`src/rtl/sync_fifo.sv`:
```
// Single-clock FIFO with standard or first-word-fall-through read, registered flags/count, sticky errors.
// Flags lag the causing edge by one cycle; writes when full and reads when empty are dropped and flagged.
module sync_fifo #(
  parameter int DATA_WIDTH = 16,
  parameter int ADDR_WIDTH = 4,
  parameter int FWFT       = 0,
  parameter int AF_TH      = (1 << ADDR_WIDTH) - 2,
  parameter int AE_TH      = 2
) (
  input  logic                  clk,
  input  logic                  rst,
  input  logic [DATA_WIDTH-1:0] wr_data,
  input  logic                  wr_en,
  output logic                  full,
  output logic                  almost_full,
  input  logic                  rd_en,
  output logic [DATA_WIDTH-1:0] rd_data,
  output logic                  empty,
  output logic                  almost_empty,
  output logic [ADDR_WIDTH:0]   count,
  output logic                  overflow,
  output logic                  underflow,
  input  logic                  err_clr
);

  localparam int DEPTH = 1 << ADDR_WIDTH;
  localparam logic [ADDR_WIDTH:0] DEPTH_LVL = (ADDR_WIDTH + 1)'(DEPTH);
  localparam logic [ADDR_WIDTH:0] AF_LVL    = (ADDR_WIDTH + 1)'(AF_TH);
  localparam logic [ADDR_WIDTH:0] AE_LVL    = (ADDR_WIDTH + 1)'(AE_TH);
  localparam logic [ADDR_WIDTH:0] CNT_ONE   = (ADDR_WIDTH + 1)'(1);
  localparam logic [ADDR_WIDTH-1:0] PTR_ONE = ADDR_WIDTH'(1);

  logic [DATA_WIDTH-1:0] mem [DEPTH];
  logic [ADDR_WIDTH-1:0] wr_ptr;
  logic [ADDR_WIDTH-1:0] rd_ptr;
  logic [ADDR_WIDTH:0]   count_next;
  logic                  wr_acc;
  logic                  rd_acc;

  assign wr_acc = wr_en && !full;
  assign rd_acc = rd_en && !empty;

  always_comb begin
    count_next = count;
    if (wr_acc && !rd_acc)
      count_next = count + CNT_ONE;
    else if (rd_acc && !wr_acc)
      count_next = count - CNT_ONE;
  end

  // Flags come from count_next so they never depend combinationally on wr_en/rd_en.
  always_ff @(posedge clk) begin
    if (rst) begin
      wr_ptr       <= '0;
      rd_ptr       <= '0;
      count        <= '0;
      full         <= 1'b0;
      empty        <= 1'b1;
      almost_full  <= 1'b0;
      almost_empty <= 1'b1;
      overflow     <= 1'b0;
      underflow    <= 1'b0;
    end else begin
      if (wr_acc)
        wr_ptr <= wr_ptr + PTR_ONE;
      if (rd_acc)
        rd_ptr <= rd_ptr + PTR_ONE;
      count        <= count_next;
      full         <= (count_next == DEPTH_LVL);
      empty        <= (count_next == '0);
      almost_full  <= (count_next >= AF_LVL);
      almost_empty <= (count_next <= AE_LVL);
      if (wr_en && full)
        overflow <= 1'b1;
      else if (err_clr)
        overflow <= 1'b0;
      if (rd_en && empty)
        underflow <= 1'b1;
      else if (err_clr)
        underflow <= 1'b0;
    end
  end

  always_ff @(posedge clk) begin
    if (wr_acc && !rst)
      mem[wr_ptr] <= wr_data;
  end

  generate
    if (FWFT != 0) begin : g_fwft
      assign rd_data = mem[rd_ptr];
    end else begin : g_std
      always_ff @(posedge clk) begin
        if (rst)
          rd_data <= '0;
        else if (rd_acc)
          rd_data <= mem[rd_ptr];
      end
    end
  endgenerate

endmodule

```
`config.mk`:
```
export PLATFORM = sky130hd
export DESIGN_NAME = sync_fifo
export DESIGN_NICKNAME = d
export VERILOG_FILES = /design/src/rtl/sync_fifo.sv
export SDC_FILE = /design/constraint.sdc
export NUM_CORES = 1
export LEC_CHECK = 0
export ABC_AREA = 1
export ABC_CLOCK_PERIOD_IN_PS = 5400
export CORE_ASPECT_RATIO = 0.5
export CORE_MARGIN = 4
export CORE_UTILIZATION = 65
export DETAILED_ROUTE_END_ITERATION = 10
export HOLD_SLACK_MARGIN = 0.15
export PLACE_DENSITY = 0.84
export SYNTH_ARGS = -nofsm -noshare
export SYNTH_HDL_FRONTEND = slang
export SYNTH_SLANG_ARGS = --single-unit
```
`constraint.sdc`:
```
create_clock -name clk -period 5.4 [get_ports clk]
set_clock_uncertainty 0.15 [all_clocks]
set_input_delay 1.08 -clock clk [delete_from_list [all_inputs] [get_ports clk]]
set_output_delay 1.08 -clock clk [all_outputs]
set_load 0.005 [all_outputs]
```
After elaboration in Yosys (flattened, before gate mapping)
Memory sizes are Yosys's and may differ from the RTL's. A register that Yosys moved wholly into a read port is not among the register bits.
Cells that the tools add are included.
Word-level totals
  word-level logic and storage cells: 39
  output and inout port bits: 27
  input port bits: 21
  register bits after elaboration: 19
  memories kept: 1
  memory bits (writable): 256
Cells by class
  mux-type cells: 7
  $lt $le $gt $ge: 2
  equality and inequality tests: 1
  $add $sub $neg: 4
  reductions and logical operators: 15
Memories
  mem: depth 16, width 16, read ports 1, clocked after memory_dff 1, wr ports 1, line 33  | logic [DATA_WIDTH-1:0] mem [DEPTH];
Operator list (count)
  2-to-1 mux 5 bit: 2
  adder 4 x 1 -> 4 bit (second input constant): 2
  logical AND 1 bit: 7
  adder 5 x 1 -> 5 bit (second input constant): 1
  equality test 5 bit (second input constant): 1
  greater-or-equal comparator 5 x 4 -> 1 bit (second input constant): 1
  less-or-equal comparator 5 x 2 -> 1 bit (second input constant): 1
  logical NOT 1 bit: 5
  logical NOT 5 bit: 1
  2-to-1 mux 1 bit: 5
  subtractor 5 x 1 -> 5 bit (second input constant): 1
  nonzero test 2 bit: 2

Depth between registers and ports, before layout
  word-level depth: 7
  gate-level depth with buffers: 11
  depth with buffers taken out: 11

Worst setup path after synthesis
No wires, ideal clock.
  path type: in2reg
  from: input port rst
  to: memory mem[3][0] (enable)
  data arrival time: 2.368 ns
  required time: 4.862 ns
  library setup time: 0.388 ns
  stages on the path: 5
  setup slack: 2.494 ns
  buffers on the path: 2
  path through: clkbuf_1 inv_1 buf_2 nand3_1 nor2_1
On the way
  longest elaborated chain between the ends: 4
RTL lines
  from (decl): line 11  | input logic rst,
  logical NOT 1 bit: line 85  | if (wr_acc && !rst)
  logical AND 1 bit: line 85
  2-to-1 mux 1 bit: line 85
  2-to-1 mux 1 bit (not written as such): line 86  | mem[wr_ptr] <= wr_data;
  to (decl): line 33
No other way between the ends.

==> results.toml <==
[timing]
rsz0062_at_grt = "no"
max_freq_ghz = 0.272
fin_tns_setup_ns = 0
period_needed_ns = 3.67
setup_violations = 0
worstMarginPinSlew_ns = 1.23
final_hold_viol_count = 0
max-slew-margin-rel = 0.180
slew_violations = 0
min_period_over_period = 0.680

[clocking]
clock-sinks = 291
cts.hold.buffers_added = 0
cts_resized = 0
cts_root_buffer = "clkbuf_16"
htreeDepth = 1
path_clk_slew_ns = 0.07
clock_latency_ns = 0.52
cts_buffers = 24
clock_path_buffers = 3
tritoncts = "done"
cts_setup_buffers = 0

[final_layout]
nets = 1128
fillers = 1057
ff_latch_area_um2 = 8390
stdcell_count = 1352
drive_gt1_frac = 0.0608
n_antenna_cell = 0
area_delta_synth_final_pct = 11.5
fin_area_um2 = 13200
multi_input_area_um2 = 3040

[global_route]
first_global_vias = 7911
grt.total_usage = 0.293
grt_max_degree = 76
antenna_found_initial = 1
grt_pass1_wl_um = 44600
grt.busiest_layer = "met2"
met3_usage = 0.0754
grt_use_met1 = 0.404
overflow = 0
use_met2 = 0.471

[floorplan]
num_rows = 34
core_area_um2 = 17600
ios = 48
initial_core_util = 0.672
die_w_um = 199
dieHeight_um = 103
dieArea_um2 = 20600

[detailed_routing]
dr.pass1.iters = 6
vias = 8476
vias_per_cell = 6.27
drcViolationCount = 0
drt-wirelength-per-cell_um = 22.1
finalWirelength_um = 29900
first_iter_violations = 1452
ant_nets = 0

[flow_run]
maxCapViolCount = 0

[critical_path]
worstPathCellList = "clkinv_2 -> buf_4 -> nand2_1 -> nand3_1 -> nand3_1 -> nand2_1 -> nand2_1 -> nand2_1 -> o21ai_1 -> inv_1"
critPathSlowestCell = "clkinv_2"
start_kind = "flip-flop"
cp.required_ns = 5.67
crit_top_cell = "nand2_1"
critical_path_arrival_ns = 3.94
critPathCaptureType = "flip-flop"
crit_fanout = 69
critPathKind = "reg -> reg"
critPathMaxStageDelay_ns = 0.95

[synth]
ys.flop_type = "edfxtp_1"
yosys.area.top_type = "edfxtp_1"
syn_inst = 1072
yosys_warnings = 0
syn_nets = 1100
ys_top_cells_by_count = "nand2_1 (345), edfxtp_1 (256), nand3_1 (212)"
synth_edf_count = 256
ys_seq_elements = 291
yosysMostFrequentCell = "nand2_1"
synth_cell_type_count = 27
ys_top_cells_by_area = "edfxtp_1 (65%), nand2_1 (11%), nand3_1 (9.0%), dfxtp_1 (5.9%), nor2_1 (1.7%)"
yosys.area.top_type_share = 0.649
synth-seq-area-share = 0.709
netlist_area_um2 = 11800
synthArstFlopShare = 0
postSynthAreaPerCell_um2 = 11.0

[power_and_ir_drop]
p_switching_w = 0.00124
swShare = 0.256
p_int_w = 0.00360
ir_drop_v = 0.000226
totalPowerFinal_w = 0.00483
p_per_area_nw_per_um2 = 366
seq_power_share = 0.527
p_leak_nw = 4.87
clkPwrFrac = 0.342
p_comb_frac = 0.131

[place]
dpl_cell_area_um2 = 12500
placedCellCount = 1308
place_hpwl_um = 17500
place.gp.congestion = 0.941
io_buffers = 47

[min_path]
min_path_type = "reg -> reg"

[outcome]
status = "finished clean"
-- critical path, delay by kind of cell, from the launching register on --
kind                   cells  cell delay [ns]
AND/OR/NAND/NOR            6             0.79
AO/OA/AOI/OAI              1             0.14
buffers and inverters      3             1.68
flip-flops                 1             0.74
-- cell families after synthesis --
logic type | after synthesis | synth area share
xor+xnor | 4 | 0.00296
buf+inv | 100 | 0.0359
fa+ha+maj | 7 | 0.00740
compound gates | 46 | 0.0194
simple gates | 624 | 0.226
flops | 291 | 0.709
-- power by group through the flow --
stage	Combinational [W]	Clock [W]	Sequential, W
6_report	0.000631	0.00165	0.00255
3_3_place_gp	0.000587	0	0.00259
2_1_floorplan	0.000380	0	0.00258
3_5_place_dp	0.000605	0	0.00260
4_1_cts	0.000614	0.00165	0.00255
5_1_grt	0.000687	0.00175	0.00255
-- cell usage in the layout, fill, tap and decap left out, types with 15 or more instances in the layout --
cell type | Yosys | layout
a21oi_1 | 26 | 26
buf_4 | 0 | 15
clkbuf_16 | 0 | 25
clkdlybuf4s50_1 | 0 | 47
dfxtp_1 | 35 | 33
edfxtp_1 | 256 | 256
inv_1 | 37 | 36
nand2_1 | 345 | 345
nand3_1 | 212 | 212
nor2_1 | 55 | 47
o21ai_1 | 16 | 16
-- state kept, by name, summed over array words and instances (netlist names) --
name,cells
almost_empty,1
almost_full,1
count,5
empty,1
full,1
mem,256
overflow,1
rd_data,16
rd_ptr,4
underflow,1
wr_ptr,4
-- final timing paths --
check	start	slack, ns	endpoint	cells past startpoint
min	underflow	0.31	underflow	2
min reg2reg	underflow	0.31	underflow	2
max reg2reg	rd_ptr[0]	1.73	rd_data[8]	10
max	rd_ptr[0]	1.73	rd_data[8]	10
-- layer usage --
metal  wire length (um)  part of all wire
met5                 13           0.00044
met1              11100              0.37
met2              13700              0.46
met3               4080              0.14
met4               1070             0.036
-- per-stage QoR --
step / worst slack (ns) / hold slack [ns] / util
after floorplan: 2.49 / 0.305 / -
after global placement: 1.79 / 0.297 / 0.708
after detailed placement: 1.67 / 0.300 / 0.708
after CTS: 1.83 / 0.310 / 0.749
after global routing: 1.54 / 0.334 / 0.749
final: 1.73 / 0.308 / 0.749
-- area by class of cell --
type                            instances  area share
Tap cell                              234      0.0222
Timing Repair Buffer                   62      0.0442
Sequential cell                       291       0.636
Inverter                               40      0.0115
Clock buffer                           28      0.0483
Clock inverter                         16     0.00730
Multi-Input combinational cell        681       0.231
(Power assumes the default switching activity.)
